--- config.mk ---
export PLATFORM = sky130hd
export DESIGN_NAME = hazard_stall_controller
export DESIGN_NICKNAME = d
export VERILOG_FILES = /design/src/rtl/hazard_stall_controller.sv
export SDC_FILE = /design/constraint.sdc
export NUM_CORES = 1
export LEC_CHECK = 0
export ABC_CLOCK_PERIOD_IN_PS = 3600
export CORE_AREA = 2 2 39 41
export CTS_CLUSTER_SIZE = 20
export DETAILED_ROUTE_END_ITERATION = 8
export DIE_AREA = 0 0 41 43
export PLACE_DENSITY = 0.75
export RECOVER_POWER = 100
export SLEW_MARGIN = 20
export SYNTH_ARGS = -nofsm -noshare
export SYNTH_HDL_FRONTEND = slang
export SYNTH_SLANG_ARGS = --single-unit
--- constraint.sdc ---
create_clock -name clk -period 3.6 [get_ports clk]
set_clock_uncertainty 0.05 [all_clocks]
set_input_delay 0.36 -clock clk [delete_from_list [all_inputs] [get_ports clk]]
set_output_delay 0.36 -clock clk [all_outputs]
set_load 0.02 [all_outputs]
--- src/rtl/hazard_stall_controller.sv ---
// Load-use / branch / memory-busy hazard controller for a 5-stage pipeline.
// Optional stall performance counter enabled by defining HAZARD_STALL_COUNT_EN.
//
// state | meaning
// IDLE  | no multi-cycle stall in progress; load-use hazards detected here
// STALL | extra load-latency bubbles being inserted, rem cycles left
module hazard_stall_controller #(
  parameter int REG_AW      = 5,
  parameter int LOAD_LAT    = 1,
  parameter int ZERO_EXEMPT = 1,
  parameter int CNT_W       = 16
) (
  input  logic              clk,
  input  logic              rst_n,
  input  logic              idex_memread,
  input  logic [REG_AW-1:0] idex_rt,
  input  logic [REG_AW-1:0] ifid_rs,
  input  logic [REG_AW-1:0] ifid_rt,
  input  logic              ifid_uses_rs,
  input  logic              ifid_uses_rt,
  input  logic              branch_taken,
  input  logic              mem_busy,
  output logic              pc_hold,
  output logic              ifid_hold,
  output logic              ifid_flush,
  output logic              idex_bubble,
  output logic              pipe_freeze
`ifdef HAZARD_STALL_COUNT_EN
  ,
  output logic [CNT_W-1:0]  stall_cnt
`endif
);

  typedef enum logic {
    IDLE  = 1'b0,
    STALL = 1'b1
  } state_t;

  localparam logic [3:0] REM_INIT = 4'(LOAD_LAT - 1);

  if (LOAD_LAT < 1 || LOAD_LAT > 15) begin : g_bad_lat
    $error("hazard_stall_controller: LOAD_LAT must be within 1..15");
  end
  if (CNT_W < 1) begin : g_bad_cnt_w
    $error("hazard_stall_controller: CNT_W must be at least 1");
  end

  state_t     state, state_nxt;
  logic [3:0] rem, rem_nxt;
  logic       haz;

  assign haz = idex_memread
             & ((ifid_uses_rs & (idex_rt == ifid_rs)) | (ifid_uses_rt & (idex_rt == ifid_rt)))
             & ~((ZERO_EXEMPT != 0) & (idex_rt == '0));

  always_ff @(posedge clk or negedge rst_n) begin
    if (!rst_n) begin
      state <= IDLE;
      rem   <= 4'd0;
    end else begin
      state <= state_nxt;
      rem   <= rem_nxt;
    end
  end

  // A taken branch squashes any stall: the stalled instruction is wrong-path.
  always_comb begin
    state_nxt = state;
    rem_nxt   = rem;
    if (mem_busy) begin
      state_nxt = state;
      rem_nxt   = rem;
    end else if (branch_taken) begin
      state_nxt = IDLE;
      rem_nxt   = 4'd0;
    end else if (state == STALL) begin
      rem_nxt = rem - 4'd1;
      if (rem == 4'd1) begin
        state_nxt = IDLE;
      end
    end else if (haz && (LOAD_LAT > 1)) begin
      state_nxt = STALL;
      rem_nxt   = REM_INIT;
    end
  end

  always_comb begin
    pc_hold     = 1'b0;
    ifid_hold   = 1'b0;
    ifid_flush  = 1'b0;
    idex_bubble = 1'b0;
    pipe_freeze = 1'b0;
    if (!rst_n) begin
      pc_hold = 1'b0;
    end else if (mem_busy) begin
      pipe_freeze = 1'b1;
      pc_hold     = 1'b1;
      ifid_hold   = 1'b1;
    end else if (branch_taken) begin
      ifid_flush  = 1'b1;
      idex_bubble = 1'b1;
    end else if (state == STALL || haz) begin
      pc_hold     = 1'b1;
      ifid_hold   = 1'b1;
      idex_bubble = 1'b1;
    end
  end

`ifdef HAZARD_STALL_COUNT_EN
  always_ff @(posedge clk or negedge rst_n) begin
    if (!rst_n) begin
      stall_cnt <= '0;
    end else if (pc_hold && !pipe_freeze && (stall_cnt != '1)) begin
      stall_cnt <= stall_cnt + CNT_W'(1);
    end
  end
`endif

endmodule
==> impl_metrics.ini, run 1 <==
[logic_synthesis]
yosysUniqueCellTypes = 23
ys_seq_elements = 5
ys_warn_count = 0
syn_inst = 60
synth_fp_nets = 84
ys_seq_area_frac = 0.269
synth.area.top_cells = dfrtp_1 (27%), xor2_1 (15%), o21ai_0 (6.5%), a21oi_1 (5.4%), ha_1 (5.4%)
synth_area_um2 = 465
synth_top_cell_area_share = 0.269
avgSynthCellArea_um2 = 7.76
yosys.area.top_type = dfrtp_1

[clock_network]
cts_sinks = 5
post-cts-setup-buffers = 0
cts-buffers-inserted = 3
cts_tree = built
clk_pin_slew_worst_paths_ns = 0.04
clockBufferDepth = 2
cts-root-buf = clkbuf_4
worstSkewPairLatency_ns = 0.23
htreeDepth = 1
postCtsHoldBufs = 0
cts_resized = 0

[critical_path]
required_ns = 3.19
crit_arrival_ns = 2.41
startpoint_type = primary input
cp-end-kind = output pin
worst-setup-path-type = primary input to output pin
cp_max_fo = 3

[placement]
port_buffers = 26
place_ws_ns = 0.791
hpwl_um = 941
gp_congestion = 0.730

[power_and_ir_drop]
p_clk_frac = 0.305
pwr-share-comb = 0.336
p_int_uw = 144
power.leakage_uw = 0.000303
seq_power_share = 0.359
max-vdd-ir-drop_mv = 0.167
switching_power_uw = 55.8
p_sw_frac = 0.279
p_per_area_nw_per_um2 = 264

[global_route]
grt_use_total = 0.141
grt_max_degree = 11
grt_antenna_before_repair = 0
grt_pass1_wl_um = 1750
grt_pass1_vias = 492
grt_overflow = 0

[layout]
antennaDiodeCount = 0
nets = 113
drive_above_1_share = 0.0341
syn2layout_area_growth_pct = 63.2
layout_commonest_cell = clkdlybuf4s50_1
layout_common_cells = clkdlybuf4s50_1 (18), xor2_1 (8), dlygate4sd3_1 (8)
utilization = 0.549

[die]
coreArea_um2 = 1380
fp.dieH_um = 43
rows = 14
design.die.area_um2 = 1760
die_w_um = 41
initial_core_util = 0.336
ioPinCount = 27

[drt]
vias = 489
drt_wl_total_um = 1120
via_per_inst = 4.70
ant_nets = 0
drt_iter0_markers = 2
dr.pass1.iters = 2
route.detailed.drc = 0
wl_per_cell_um = 10.8

[sta]
rsz0062_at_grt = no
report.final.slew_viol_count = 0
finalCritPeriodShare = 0.783
min_period_ns = 2.82
fin_tns_setup_ns = 0
report.final.setup_viol = 0
fmax_mhz = 355
maxSlewHeadroom = 0.782
tightest_slew_ns = 0.326
hold_viol = 0
setup_slack_ns = 0.780

[min_path]
hold_path.class = primary input to async pin

[run_status]
status = complete, no violations

[flow_run]
max_cap_violations = 0
## final cells by class
cell class | instances | area (µm²)
sequential | 5 | 125
fill | 124 | 624
timing repair buffer | 26 | 260
tap | 16 | 20.0
clock buffer | 4 | 26.3
multi-input combinational | 50 | 317
inverter | 3 | 11.3
## power groups by stage
stage | Combinational [µW] | Sequential, µW | Clock [µW]
2_1_floorplan | 32.7 | 70.9 | 0
3_3_place_gp | 68.5 | 72.0 | 0
3_5_place_dp | 70.3 | 72.4 | 0
4_1_cts | 70.5 | 71.6 | 64.7
5_1_grt | 75.9 | 73.6 | 67.8
6_report | 67.3 | 71.9 | 61.0
## critical path, stage by stage
cell             delay (ns)
clkdlybuf4s50_1        0.47
xor2_1                 0.17
nor4_1                 0.33
a32oi_1                0.17
o21ai_0                0.21
dlygate4sd3_1          0.70
## cells in the mapped netlist, drive strengths merged
cell and n:
xor2 8, o21ai 7, nand2 6, a21oi 5, dfrtp 5, nor2 5
and2 3, inv 3, buf 2, ha 2, nor2b 2, nor3 2
nor4 2, xnor2 2, a32oi 1, o21a 1, o31ai 1, or2b 1
or4 1, or4b 1
## cells by family after synthesis
| group | synth area share |
|---|---|
| compound gates | 0.180 |
| xor+xnor | 0.188 |
| fa+ha+maj | 0.0538 |
| buf+inv | 0.0511 |
| flops | 0.269 |
| simple gates | 0.258 |
## sequential cells by signal (all words and copies together) (netlist names)
| name | flops |
|---|---|
| rem | 4 |
| state | 1 |
## final timing paths
check / end / start / depth (start not counted) / slack, ns
max: ifid_hold / idex_rt[3] / 6 / 0.78
min: state / rst_n / 1 / 0.41
max reg2reg: rem[3] / rem[0] / 4 / 2.15
min reg2reg: rem[0] / rem[0] / 1 / 0.49
max in group asynchronous: rem[3] / rst_n / 1 / 2.85
min in group clk: rem[0] / rem[0] / 1 / 0.49
## stage by stage
stage	area (µm²)	cells	hold WS [ns]	total power, µW
after global placement	733	100	0.468	141
final	759	104	0.410	200
after floorplan	465	60	0.0144	104
after detailed placement	733	100	0.482	143
after global routing	759	104	0.430	217
after CTS	759	104	0.324	207
## metal layers
metal	global-route usage	wire length, µm	vias to the layer above
met5	0	0	-
met4	0.0600	0	0
met3	0.0366	212	0
met2	0.256	487	25
met1	0.138	422	201
li1	-	-	263
Note: power is estimated with default switching activity, not from simulation.
==> inputs of run 2 (changes only) <==
--- a/config.mk
+++ b/config.mk
@@ -5,12 +5,12 @@
 export SDC_FILE = /design/constraint.sdc
 export NUM_CORES = 1
 export LEC_CHECK = 0
-export ABC_CLOCK_PERIOD_IN_PS = 3600
-export CORE_AREA = 2 2 39 41
+export ABC_CLOCK_PERIOD_IN_PS = 2410
+export CORE_MARGIN = 1.5
+export CORE_UTILIZATION = 32
 export CTS_CLUSTER_SIZE = 20
 export DETAILED_ROUTE_END_ITERATION = 8
-export DIE_AREA = 0 0 41 43
-export PLACE_DENSITY = 0.75
+export PLACE_DENSITY = 0.72
 export RECOVER_POWER = 100
 export SLEW_MARGIN = 20
 export SYNTH_ARGS = -nofsm -noshare
==> constraint.sdc (replaced) <==
create_clock -name clk -period 2.41 [get_ports clk]
set_clock_uncertainty 0.05 [all_clocks]
set_input_delay 0.241 -clock clk [delete_from_list [all_inputs] [get_ports clk]]
set_output_delay 0.241 -clock clk [all_outputs]
set_load 0.02 [all_outputs]
==> run 2 against run 1 <==
  * Combinational power is 56% higher
  * Count of clock-buffer cells in the layout is the same
  * Critical path depth unchanged
  * Sequential share of layout area decreased by 0.53 points
  * Sequential power grew 49%
  * Final area grew 3.3%
  * Clock power grew 51%
  * Final cell count increased by 3.8%
  * Non-clock buffer count increased by 5
  * Die area is 4.0% lower
==> impl_metrics.ini, run 2 (synthesis results as in run 1) <==
[critical_path]
crit_arrival_ns = 1.96
cp_max_fo = 3
worst-setup-path-type = primary input to output pin
rr_startpoint = rem[0]
rr_endpoint = rem[3]
reg2reg_depth = 4
r2r_setup_slack_ns = 0.96
required_ns = 2.12
cp-end-kind = output pin
startpoint_type = primary input

[sta]
fmax_mhz = 444
hold_viol = 0
rsz0062_at_grt = no
report.final.setup_viol = 0
finalCritPeriodShare = 0.935
tightest_slew_ns = 0.283
maxSlewHeadroom = 0.811
setup_slack_ns = 0.156
min_period_ns = 2.25
hold_ws_ns = 0.396
report.final.slew_viol_count = 0

[placement]
place_area_um2 = 769
gp_congestion = 0.788
port_buffers = 26
place_ws_ns = -0.117
hpwl_um = 1010

[global_route]
grt_overflow = 0
grt_antenna_before_repair = 0
grt_max_degree = 9
grt_pass1_vias = 462
grt_pass1_wl_um = 1630
grt_use_total = 0.146

[layout]
nets = 118
layout_commonest_cell = clkdlybuf4s50_1
design_area_um2 = 785
syn2layout_area_growth_pct = 68.5
nFillCells = 125
utilization = 0.588
antennaDiodeCount = 0
reg_top3 = rem: 4 flops, state: 1 flops
drive_above_1_share = 0.0645
largest_register = rem
largest_register_ffs = 4
layout_common_cells = clkdlybuf4s50_1 (19), xor2_1 (8), o21ai_0 (7)

[drt]
via_per_inst = 4.71
drt_wl_total_um = 1190
route.detailed.drc = 0
ant_nets = 0
vias = 509
dr.pass1.iters = 3
wl_per_cell_um = 11.0
drt_iter0_markers = 2

[power_and_ir_drop]
p_clk_frac = 0.303
p_per_area_nw_per_um2 = 387
pwr-share-comb = 0.345
max-vdd-ir-drop_mv = 0.277
switching_power_uw = 84.8
power.leakage_uw = 0.000323
p_int_uw = 219
p_sw_frac = 0.279
seq_power_share = 0.352
finalPower_uw = 304

[die]
coreArea_um2 = 1330
initial_core_util = 0.349
die_w_um = 41.1
fp.dieH_um = 41.1
ioPinCount = 27
design.die.area_um2 = 1690
rows = 13

[clock_network]
htreeDepth = 1
cts_tree = built
cts-root-buf = clkbuf_4
cts_sinks = 5
clockBufferDepth = 2
worstSkewPairLatency_ns = 0.23
postCtsHoldBufs = 0
clk_pin_slew_worst_paths_ns = 0.04
cts-buffers-inserted = 3

[min_path]
hold_path.class = primary input to async pin

[run_status]
status = complete, no violations

[flow_run]
max_cap_violations = 0
[run 2: cell types whose count changed in the layout (fill, tap and decap cells not counted), sizes merged]
cell,previous run,this run
dlygate4sd3,8,4
buf,0,3
dlygate4sd2,0,3
clkbuf,4,6
clkdlybuf4s50,18,19
[run 2: worst max-delay path: stages]
cell and delay, ns:
clkdlybuf4s50_1 0.47, or4_1 0.57, o21a_1 0.20, nand2_1 0.06, o21ai_0 0.08, dlygate4sd2_1 0.34
[run 2: cell type report]
| class | count | area, µm² | share of cell area |
|---|---|---|---|
| multi-input cells | 50 | 317 | 0.404 |
| repair buffers | 31 | 287 | 0.365 |
| flip-flops and latches | 5 | 125 | 0.159 |
| clock buffers | 4 | 26.3 | 0.0335 |
| well taps | 15 | 18.8 | 0.0239 |
| inverters | 3 | 11.3 | 0.0144 |
[run 2: power by group through the flow]
stage	clock network [µW]	registers, µW	logic [µW]
after floorplan	0	106	48.8
after CTS	98.5	107	110
after global routing	99.7	109	118
after detailed placement	0	108	111
final	92.0	107	105
after global placement	0	108	110
[run 2: stage by stage]
| step | cells | setup TNS [ns] |
|---|---|---|
| after floorplan | 60 | 0 |
| after global placement | 104 | -0.209 |
| after detailed placement | 104 | -0.279 |
| after CTS | 108 | 0 |
| after global routing | 108 | 0 |
| final | 108 | 0 |
[run 2: per-layer routing]
layer / track usage / routed length (µm)
met1: 0.130 / 418
met2: 0.293 / 567
met3: 0.0380 / 201
met4: 0.0726 / 0
met5: 0 / 0
[run 2: how the worst max path moves through the flow]
stage	from	endpoint	slack (ns)	cells after the start
after global routing	idex_rt[1]	ifid_hold	0.08	6
final	idex_rt[1]	pc_hold	0.16	6
after CTS	idex_rt[1]	pc_hold	0.13	6
after global placement	idex_rt[2]	ifid_hold	-0.09	6
after floorplan	ifid_rs[3]	pc_hold	0.53	5
after detailed placement	idex_rt[3]	pc_hold	-0.12	6
[run 2: what timing repair did]
| item | CTS | global route |
|---|---|---|
| resized for setup | 3 | 0 |
| buffers inserted | 0 | 0 |
| setup endpoints to repair | 3 | 0 |
==> inputs of run 3 (changes only) <==
--- a/config.mk
+++ b/config.mk
@@ -16,3 +16,4 @@
 export SYNTH_ARGS = -nofsm -noshare
 export SYNTH_HDL_FRONTEND = slang
 export SYNTH_SLANG_ARGS = --single-unit
+export TNS_END_PERCENT = 10
==> results of run 3 <==
The final DEF is identical to that of run 2; final timing and power are the same.
